<file path="src/rtl/decoder_3x8_frame.sv">
// ---------------------------------------------------------------------------
// decoder_3x8_frame
//
// Receive side of an 8-to-3 priority-encoder link. An upstream scanner sends
// one 3-bit code {x,y,z} per handshake, highest set bit first, and closes the
// frame with a V=0 terminator. This block decodes each code to one-hot and
// ORs it into an 8-bit vector that rebuilds the scanner's original input.
// A frame also closes on its own after MAX_CODES valid codes. The finished
// frame is held under a valid/ready handshake until the consumer takes it.
//
// Parameters
//   STRICT_ORDER : 1 = flag err when codes in a frame are not strictly
//                  descending (a repeated code also counts); 0 = no check
//   MAX_CODES    : valid codes per frame before an automatic close (1..8)
//
// Ports
//   clk, rst           : clock (rising edge), synchronous active-high reset
//   in_valid, in_ready : code handshake; in_ready is high only while collecting
//   x, y, z            : code bits, x is the MSB (k = 4x + 2y + z)
//   V                  : 1 = valid code, 0 = frame terminator
//   D                  : accumulated vector, D[k] set for each code k
//   onehot             : one-hot decode of the last accepted valid code
//   cnt                : number of V=1 codes accepted in the current frame
//   err                : order violation seen in the current frame (sticky)
//   out_valid          : frame result available on D/cnt/err
//   out_ready          : consumer takes the result
// ---------------------------------------------------------------------------
module decoder_3x8_frame #(
    parameter int STRICT_ORDER = 1,
    parameter int MAX_CODES    = 8
) (
    input  logic       clk,
    input  logic       rst,
    input  logic       in_valid,
    output logic       in_ready,
    input  logic       x,
    input  logic       y,
    input  logic       z,
    input  logic       V,
    output logic [7:0] D,
    output logic [7:0] onehot,
    output logic [3:0] cnt,
    output logic       err,
    output logic       out_valid,
    input  logic       out_ready
);

    typedef enum logic {
        S_COLLECT = 1'b0,
        S_HOLD    = 1'b1
    } state_t;

    localparam logic [3:0] MAX_CNT = 4'(MAX_CODES);

    state_t     r_state;
    logic [7:0] r_D;
    logic [7:0] r_onehot;
    logic [3:0] r_cnt;
    logic       r_err;
    logic       r_out_valid;
    logic [2:0] r_last_code;

    state_t     w_state_nxt;
    logic [7:0] w_D_nxt;
    logic [7:0] w_onehot_nxt;
    logic [3:0] w_cnt_nxt;
    logic       w_err_nxt;
    logic       w_out_valid_nxt;
    logic [2:0] w_last_code_nxt;

    logic       w_accept;
    logic [2:0] w_code;
    logic [3:0] w_cnt_inc;
    logic [7:0] w_code_onehot;

    // in_ready comes straight from the state register so the upstream
    // scanner never sees a combinational path back to its own in_valid.
    assign in_ready      = (r_state == S_COLLECT);
    assign w_accept      = in_valid & in_ready;
    assign w_code        = {x, y, z};
    assign w_cnt_inc     = r_cnt + 4'd1;
    assign w_code_onehot = 8'b0000_0001 << w_code;

    always_comb begin
        w_state_nxt     = r_state;
        w_D_nxt         = r_D;
        w_onehot_nxt    = r_onehot;
        w_cnt_nxt       = r_cnt;
        w_err_nxt       = r_err;
        w_out_valid_nxt = r_out_valid;
        w_last_code_nxt = r_last_code;

        case (r_state)
            S_COLLECT: begin
                if (w_accept) begin
                    if (V) begin
                        w_D_nxt         = r_D | w_code_onehot;
                        w_onehot_nxt    = w_code_onehot;
                        w_cnt_nxt       = w_cnt_inc;
                        w_last_code_nxt = w_code;
                        // The first code of a frame has no predecessor, so
                        // the comparison only applies once cnt is non-zero.
                        if ((STRICT_ORDER != 0) && (r_cnt != 4'd0) &&
                            (w_code >= r_last_code)) begin
                            w_err_nxt = 1'b1;
                        end
                        if (w_cnt_inc == MAX_CNT) begin
                            w_state_nxt     = S_HOLD;
                            w_out_valid_nxt = 1'b1;
                        end
                    end else begin
                        // Terminator: code bits carry no meaning here.
                        w_onehot_nxt    = 8'h00;
                        w_state_nxt     = S_HOLD;
                        w_out_valid_nxt = 1'b1;
                    end
                end
            end
            S_HOLD: begin
                if (out_ready) begin
                    w_state_nxt     = S_COLLECT;
                    w_D_nxt         = 8'h00;
                    w_onehot_nxt    = 8'h00;
                    w_cnt_nxt       = 4'd0;
                    w_err_nxt       = 1'b0;
                    w_out_valid_nxt = 1'b0;
                    w_last_code_nxt = 3'd0;
                end
            end
            default: begin
                w_state_nxt = S_COLLECT;
            end
        endcase
    end

    always_ff @(posedge clk) begin
        if (rst) begin
            r_state     <= S_COLLECT;
            r_D         <= 8'h00;
            r_onehot    <= 8'h00;
            r_cnt       <= 4'd0;
            r_err       <= 1'b0;
            r_out_valid <= 1'b0;
            r_last_code <= 3'd0;
        end else begin
            r_state     <= w_state_nxt;
            r_D         <= w_D_nxt;
            r_onehot    <= w_onehot_nxt;
            r_cnt       <= w_cnt_nxt;
            r_err       <= w_err_nxt;
            r_out_valid <= w_out_valid_nxt;
            r_last_code <= w_last_code_nxt;
        end
    end

    assign D         = r_D;
    assign onehot    = r_onehot;
    assign cnt       = r_cnt;
    assign err       = r_err;
    assign out_valid = r_out_valid;

endmodule

</file>
<file path="config.mk">
export PLATFORM = sky130hd
export DESIGN_NAME = decoder_3x8_frame
export DESIGN_NICKNAME = d
export VERILOG_FILES = /design/src/rtl/decoder_3x8_frame.sv
export SDC_FILE = /design/constraint.sdc
export NUM_CORES = 1
export LEC_CHECK = 0
export CAP_MARGIN = 10
export CORE_MARGIN = 3
export CORE_UTILIZATION = 40
export CTS_CLUSTER_DIAMETER = 80
export DETAILED_ROUTE_END_ITERATION = 7
export PLACE_DENSITY_LB_ADDON = 0.3
export SYNTH_ARGS = -nofsm -noshare
export SYNTH_HDL_FRONTEND = slang
export SYNTH_SLANG_ARGS = --single-unit
export TNS_END_PERCENT = 50
</file>
<file path="constraint.sdc">
create_clock -name clk -period 1.9 [get_ports clk]
set_input_delay 0.19 -clock clk [delete_from_list [all_inputs] [get_ports clk]]
set_output_delay 0.19 -clock clk [all_outputs]
set_load 0.02 [all_outputs]
</file>
==> results of run 1 <==
==> how the worst max path moves through the flow <==
stage | start | to | slack (ns) | cells after the start
after global placement | z | err$_SDFFE_PP0P_ | 0.20 | 6
final | cnt[0]$_SDFFE_PP0P_ | cnt[0] | 0.25 | 1
after CTS | cnt[0]$_SDFFE_PP0P_ | cnt[0] | 0.24 | 1
after detailed placement | z | err$_SDFFE_PP0P_ | 0.19 | 6
after floorplan | z | err$_SDFFE_PP0P_ | 0.46 | 6
after global routing | cnt[0]$_SDFFE_PP0P_ | cnt[0] | 0.18 | 1
==> stage by stage <==
stage | util (%) | total power, mW
floorplan | - | 0.660
global placement | 56.3 | 0.715
detailed placement | 56.3 | 0.719
CTS | 57.8 | 1.00
global route | 57.8 | 1.03
finish | 57.8 | 0.983
==> area by class of cell <==
type / count / area, µm² / area share, %
Multi-Input combinational cell: 62 / 492 / 33.7
Sequential cell: 26 / 520 / 35.7
Tap cell: 30 / 37.5 / 2.58
Timing Repair Buffer: 36 / 345 / 23.7
Inverter: 7 / 26.3 / 1.80
Clock buffer: 4 / 36.3 / 2.49
==> synthesized netlist by cell type, drive strengths merged <==
master	count
a21boi	1
a22o	13
a311oi	3
and2	1
nand3	2
a32o	7
dfxtp	26
a41oi	1
ha	5
clkbuf	2
buf	5
and3	1
a21o	1
a21oi	4
nor3	1
and3b	2
nand2b	2
nor2	4
nor2b	2
inv	7
o21ai	1
o211ai	1
and2b	1
nand3b	1
a31oi	1
a211o	1
a2111oi	1
nand2	5
==> report_power, final <==
group | total (mW) | internal, mW | switching [mW]
clock network | 0.276 | 0.117 | 0.159
registers | 0.571 | 0.559 | 0.0117
logic | 0.135 | 0.0656 | 0.0698
==> metal layers <==
layer  global-route usage [%]  vias to the layer above
met5                        0                        -
met4                     5.96                        0
met3                     4.23                        5
met2                     22.7                       22
met1                     18.1                      424
li1                         -                      452
==> kinds of logic (layout without fill, tap and decap cells) <==
group | Yosys count | after routing | synth area share [%]
adders and majority gates | 5 | 5 | 5.78
and+or+nand+nor | 22 | 22 | 12.0
AOI/OAI and AO/OA | 35 | 35 | 27.6
DFF | 26 | 26 | 48.1
buffers and inverters | 14 | 47 | 6.47
==> state kept, by name, summed over array words and instances (netlist names) <==
| signal | flops |
|---|---|
| D | 8 |
| onehot | 8 |
| cnt | 4 |
| r_last_code | 3 |
| err | 1 |
| out_valid | 1 |
| r_state | 1 |
==> impl_metrics.tcl, run 1 <==
set metrics [dict create \
    outcome "complete, no violations" \
    drive_gt1_share_pct 14.8 \
    power_density_nw_per_um2 674 \
    hold_depth 1 \
    setup-violations-final 0 \
    via_per_inst 5.47 \
    cts_root_buf "clkbuf_4" \
    finalMaxSlewViolations 0 \
    yosysTopAreaCell "dfxtp_1" \
    drt-pass1-iter-count 4 \
    initial_utilization_pct 42.9 \
    ff2ff_setup_slack_ns 0.49 \
    layout_commonest_cell "clkdlybuf4s50_1" \
    grt_overflow 0 \
    highest_layer "met4" \
    yosys_warnings 0 \
    place_congestion 0.754 \
    die_area_um2 3370 \
    hold_end "onehot[7]$_SDFFE_PP0P_" \
    drcViolationCount 0 \
    timing.rr.end "err$_SDFFE_PP0P_" \
    finalCriticalPeriod_ns 1.65 \
    critPathKind "reg2out" \
    holdBufCountCts 0 \
    cp_cell_sequence "clkdlybuf4s50_1" \
    max_stage_delay_ns 0.66 \
    nFillCells 238 \
    tns_ns 0 \
    antenna_cells 0 \
    wl_per_cell_um 13.9 \
    slew_headroom_pct 73.1 \
    worst_slew_pin_slew_ns 0.393 \
    row_count 18 \
    rsz0062_at_grt "no" \
    fin_area_um2 1460 \
    drtIter0Drc 25 \
    groute.usage.overall_pct 14.3 \
    crit_fanout 8 \
    clk_path_buf_depth 2 \
    grt_pass1_wl_um 3730 \
    synth.net_count 115 \
    max_freq_ghz 0.607 \
    ios 31 \
    synth_area_leaders "dfxtp_1 (48%), a32o_1 (6.5%), ha_1 (5.8%)" \
    grt_pass1_vias 810 \
    antenna_found_initial 0 \
    wl_met1_um 1070 \
    skew_ns 0.00382 \
    cp_num_buf_inv 1 \
    finalNetCount 149 \
    synth_cells 102 \
    final_antenna_net_count 0 \
    most-common-layout-cells "clkdlybuf4s50_1 (30), dfxtp_1 (26), inv_1 (7), a22o_1 (7), a32o_1 (7)" \
    synth.top_cell.area_share_pct 48.1 \
    fin_ws_ns 0.252 \
    placed_area_um2 1420 \
    reg2regPathDepth 4 \
    crit_path_start_kind "register" \
    area_delta_synth_final_pct 34.7 \
    buffer_ports.inserted 30 \
    rr_startpoint "cnt[0]$_SDFFE_PP0P_" \
    ys_ff_latch 26 \
    dpl.hpwl_um 1730 \
    pre_cts_ws_ns 0.189 \
    end_kind "primary output" \
    route.vias.total 903 \
    path_clk_slew_ns 0.13 \
    grt_max_degree 15 \
    post_cts_buffers 0 \
    fp.dieW_um 58.0 \
    htree_levels 1 \
    worst_path_max_delay_cell "clkdlybuf4s50_1" \
    hp-class "reg2reg" \
    drv_cap 0 \
    synth_area_per_cell_um2 10.6 \
    vdd_drop_max_mv 0.482 \
    cp.required_ns 1.71 \
    numCtsBuffers 3 \
    leakagePower_nw 0.558 \
    path_delay_family "buffers and inverters" \
    final_hold_viol_count 0 \
    wl_um 2290 \
    dr_wl_met2_um 1080 \
    synth_seq_area_share_pct 48.1 \
    cts_tree "done" \
    synth_area_um2 1080 \
    dieHeight_um 58.0 \
    cts_sinks 26 \
    cts_resized 0 \
    core_um2 2520 \
    dp.cells 161 \
    fin_crit_sh_pct 86.7 \
    clk_latency_ns 0.32 \
    critical_path_arrival_ns 1.46 \
    ys_types 31 \
    final_cells 165 \
    whs_ns 0.484 \
    worstHoldStart "onehot[7]$_SDFFE_PP0P_" \
    wl_met3_um 101 \
]
Power figures use the tool's default switching activity.
==> inputs of run 2 (changes only) <==
CORE_UTILIZATION = 46   (was 40)
==> run 2 against run 1 <==
Worst hold slack worse by 0.0017 ns. Global-route usage grew 3.4 points. First-iteration DRC count is 28% lower. Flip-flop and latch count did not move. Fmax fell by 0.24%. Total power grew 11%. Cell count shrank 1.8%. Routed wire length is 1.5% higher. Non-clock buffer count unchanged. Utilization up 13 points. Sequential share of layout area fell by 0.30 points. Combinational power about the same.
==> impl_metrics.tcl, run 2 (synthesis gave the netlist of run 1 again) <==
set metrics [dict create \
    vdd_drop_max_mv 0.614 \
    wl_per_cell_um 14.4 \
    wl_um 2330 \
    worst_slew_pin_slew_ns 0.427 \
    clk_latency_ns 0.33 \
    worst_path_max_delay_cell "clkdlybuf4s50_1" \
    max_stage_delay_ns 0.65 \
    cp_cell_sequence "clkdlybuf4s50_1" \
    antenna_found_initial 0 \
    critical_path_arrival_ns 1.46 \
    fp.dieW_um 54.5 \
    cp_num_buf_inv 1 \
    drcViolationCount 0 \
    dieHeight_um 54.5 \
    antenna_cells 0 \
    placed_area_um2 1420 \
    critPathKind "reg2out" \
    hp-class "in2reg" \
    row_count 16 \
    initial_utilization_pct 52.0 \
    drt-pass1-iter-count 4 \
    route.vias.total 903 \
    grt_pass1_wl_um 3840 \
    drtIter0Drc 18 \
    finalCriticalPeriod_ns 1.65 \
    crit_path_start_kind "register" \
    cts_sinks 26 \
    htree_levels 1 \
    outcome "complete, no violations" \
    fin_crit_sh_pct 86.9 \
    cts_tree "done" \
    slew_headroom_pct 70.8 \
    drv_cap 0 \
    fin_area_um2 1470 \
    leakagePower_nw 0.565 \
    grt_overflow 0 \
    skew_ns 0.00649 \
    post_cts_buffers 0 \
    power_density_nw_per_um2 742 \
    most-common-layout-cells "clkdlybuf4s50_1 (30), dfxtp_1 (26), inv_1 (7), a22o_1 (7), a32o_1 (7)" \
    max_freq_ghz 0.605 \
    holdBufCountCts 0 \
    finalMaxSlewViolations 0 \
    clk_path_buf_depth 2 \
    cp.required_ns 1.71 \
    finalNetCount 149 \
    end_kind "primary output" \
    ff2ff_setup_slack_ns 0.46 \
    cts_root_buf "clkbuf_4" \
    groute.usage.overall_pct 17.8 \
    cts_resized 0 \
    place_congestion 0.851 \
    die_area_um2 2970 \
    path_delay_family "buffers and inverters" \
    rsz0062_at_grt "no" \
    final_hold_viol_count 0 \
    drive_gt1_share_pct 14.8 \
    area_delta_synth_final_pct 35.8 \
    crit_fanout 8 \
    final_antenna_net_count 0 \
    tns_ns 0 \
    nFillCells 164 \
    path_clk_slew_ns 0.15 \
    numCtsBuffers 3 \
    grt_pass1_vias 839 \
    core_um2 2080 \
    setup-violations-final 0 \
    via_per_inst 5.57 \
    layout_commonest_cell "clkdlybuf4s50_1" \
    buffer_ports.inserted 30 \
    total_power_mw 1.09 \
    grt_max_degree 16 \
    dpl.hpwl_um 1770 \
    ios 31 \
]
-- run 2: cell types whose count changed in the layout (fill, tap and decap cells not counted), sizes merged --
cell	change
bufinv	+1
clkbuf	-1
-- run 2: where the power goes --
| group | switching (mW) | internal, mW |
|---|---|---|
| combinational | 0.0707 | 0.0654 |
| clock | 0.170 | 0.213 |
| sequential | 0.0121 | 0.560 |
-- run 2: cell type report --
class / instances / area (µm²) / share of cell area (%)
Clock inverter: 1 / 30.0 / 2.04
Clock buffer: 3 / 22.5 / 1.53
Multi-Input combinational cell: 62 / 492 / 33.4
Inverter: 7 / 26.3 / 1.79
Sequential cell: 26 / 520 / 35.4
Tap cell: 27 / 33.8 / 2.30
Timing Repair Buffer: 36 / 345 / 23.5
-- run 2: layer usage --
layer / vias to the layer above / global-route usage (%) / part of all wire, %
met4: 0 / 3.73 / 0
met2: 36 / 28.9 / 46
met3: 0 / 4.09 / 7.5
met1: 421 / 23.9 / 47
met5: - / 0 / 0
li1: 446 / - / -
-- run 2: final timing paths --
check	from	depth (start not counted)	end
setup / recovery	cnt[0]$_SDFFE_PP0P_	1	cnt[0]
hold reg to reg	onehot[7]$_SDFFE_PP0P_	1	onehot[7]$_SDFFE_PP0P_
hold / removal	V	2	r_state$_SDFF_PP0_
setup reg to reg	cnt[0]$_SDFFE_PP0P_	4	err$_SDFFE_PP0P_
-- run 2: metrics by stage --
step | hold slack (ns) | instances | util, % | setup slack, ns
finish | 0.483 | 162 | 70.6 | 0.248
global route | 0.502 | 162 | 70.6 | 0.183
CTS | 0.478 | 162 | 70.6 | 0.244
detailed placement | 0.454 | 158 | 68.1 | 0.138
global placement | 0.445 | 158 | 68.1 | 0.210
floorplan | 0.290 | 102 | - | 0.458
==> inputs of run 3 (changes only) <==
CORE_UTILIZATION = 59   (was 46)
DONT_BUFFER_PORTS = 1   (was not set)
==> run 3 against run 2 <==
Routed wire length shrank 4.6%. Cell count shrank 22%. Via count is 8.2% lower. Clock-buffer cell count is the same. Die area decreased by 20%. Flip-flop and latch count is the same. Total power shrank 4.9%. Largest power group unchanged. Sequential power grew 1%. Highest routed layer is now met4. Combinational power decreased by 40%. Largest cell class unchanged.
==> impl_metrics.tcl, run 3 (synthesis gave the netlist of run 1 again) <==
set metrics [dict create \
    most-common-layout-cells "dfxtp_1 (26), inv_1 (7), a22o_1 (7), a32o_1 (7), a22o_2 (6)" \
    antenna_found_initial 0 \
    whs_ns 0.0114 \
    drv_cap 0 \
    finalCriticalPeriod_ns 1.45 \
    end_kind "register" \
    place_congestion 0.769 \
    cp_num_buf_inv 1 \
    cp_cell_sequence "inv_1, ha_1, a2111oi_0, a22o_1" \
    cp.required_ns 2.18 \
    critical_path_arrival_ns 1.73 \
    slew_headroom_pct 64.6 \
    layout_commonest_cell "dfxtp_1" \
    rsz0062_at_grt "no" \
    grt_pass1_vias 708 \
    max_stage_delay_ns 0.57 \
    worst_path_max_delay_cell "dfxtp_1" \
    antenna_cells 0 \
    comb_power_share_pct 7.9 \
    fp.dieW_um 48.8 \
    setup-violations-final 0 \
    drtIter0Drc 13 \
    dp.cells 121 \
    cts_sinks 26 \
    route.vias.total 829 \
    initial_utilization_pct 67.2 \
    fin_ws_ns 0.454 \
    area_delta_synth_final_pct 6.82 \
    vdd_drop_max_mv 0.479 \
    drive_gt1_share_pct 15.5 \
    total_power_mw 1.04 \
    outcome "complete, no violations" \
    grt_pass1_wl_um 3550 \
    groute.usage.overall_pct 19.3 \
    wl_um 2220 \
    grt_max_degree 16 \
    fin_crit_sh_pct 76.1 \
    row_count 14 \
    fin_area_um2 1160 \
    tns_ns 0 \
    p_sw_share_pct 22.2 \
    leakagePower_nw 0.447 \
    buffer_ports.inserted 0 \
    cts_tree "done" \
    max_freq_ghz 0.691 \
    dieHeight_um 48.8 \
    final_core_util_pct 71.7 \
    ios 31 \
    critPathKind "reg2reg" \
    p_seq_share_pct 55.9 \
    drcViolationCount 0 \
    numCtsBuffers 3 \
    worst_slew_pin_slew_ns 0.527 \
    die_area_um2 2380 \
    dpl.hpwl_um 1640 \
    hp-class "in2reg" \
    via_per_inst 6.53 \
    p_clk_share_pct 36.2 \
    path_delay_family "flip-flops" \
    crit_fanout 8 \
    clk_path_buf_depth 2 \
    finalMaxSlewViolations 0 \
    clk_latency_ns 0.32 \
    path_clk_slew_ns 0.14 \
    final_cells 127 \
    final_hold_viol_count 0 \
    power_density_nw_per_um2 897 \
    crit_path_start_kind "register" \
    grt_overflow 0 \
    drt-pass1-iter-count 4 \
    p_int_uw 807 \
    wl_per_cell_um 17.5 \
    cts_root_buf "clkbuf_4" \
    skew_ns 0.00182 \
    power_switching_uw 231 \
    htree_levels 1 \
    placed_area_um2 1080 \
    pre_cts_ws_ns 0.509 \
    core_um2 1610 \
    finalNetCount 117 \
    final_antenna_net_count 0 \
]
==> run 3: cell types whose count changed in the layout (fill, tap and decap cells not counted) <==
cell             previous run  this run
dlygate4sd3_1               0         2
clkdlybuf4s50_1            30         0
buf_4                       6         2
==> run 3: power by group through the flow <==
stage | combinational [mW] | clock, mW | sequential, mW
2_1_floorplan | 0.0671 | 0 | 0.593
3_3_place_gp | 0.0725 | 0 | 0.592
3_5_place_dp | 0.0770 | 0 | 0.593
4_1_cts | 0.0821 | 0.381 | 0.581
5_1_grt | 0.0909 | 0.400 | 0.582
6_report | 0.0819 | 0.375 | 0.580
==> run 3: worst paths after layout <==
check	from	to	slack, ns	depth (start not counted)
setup / recovery	cnt[1]$_SDFFE_PP0P_	err$_SDFFE_PP0P_	0.45	4
hold / removal	y	D[7]$_SDFFE_PP0P_	0.01	1
hold reg to reg	r_last_code[2]$_SDFFE_PP0P_	r_last_code[2]$_SDFFE_PP0P_	0.48	1
setup reg to reg	cnt[1]$_SDFFE_PP0P_	err$_SDFFE_PP0P_	0.45	4
==> run 3: area by class of cell <==
cell class | count | area, µm²
Fill cell | 124 | 455
Clock buffer | 3 | 22.5
Sequential cell | 26 | 520
Tap cell | 24 | 30.0
Clock inverter | 1 | 30.0
Inverter | 7 | 26.3
Multi-Input combinational cell | 62 | 492
Timing Repair Buffer | 4 | 35.0
==> run 3: metal layers <==
layer  share of wire, %  GRT usage, %  vias up
li1                   -             -      383
met1                 44          23.6      410
met2                 45          29.2       31
met3                8.6          7.34        5
met4                1.8          10.4        0
met5                  0             0        -
==> run 3: what timing repair did <==
item | CTS | global route
hold buffers | 2 | 0
resized for setup | 0 | 0
setup buffers | 0 | 0
hold endpoints to repair | 5 | 0
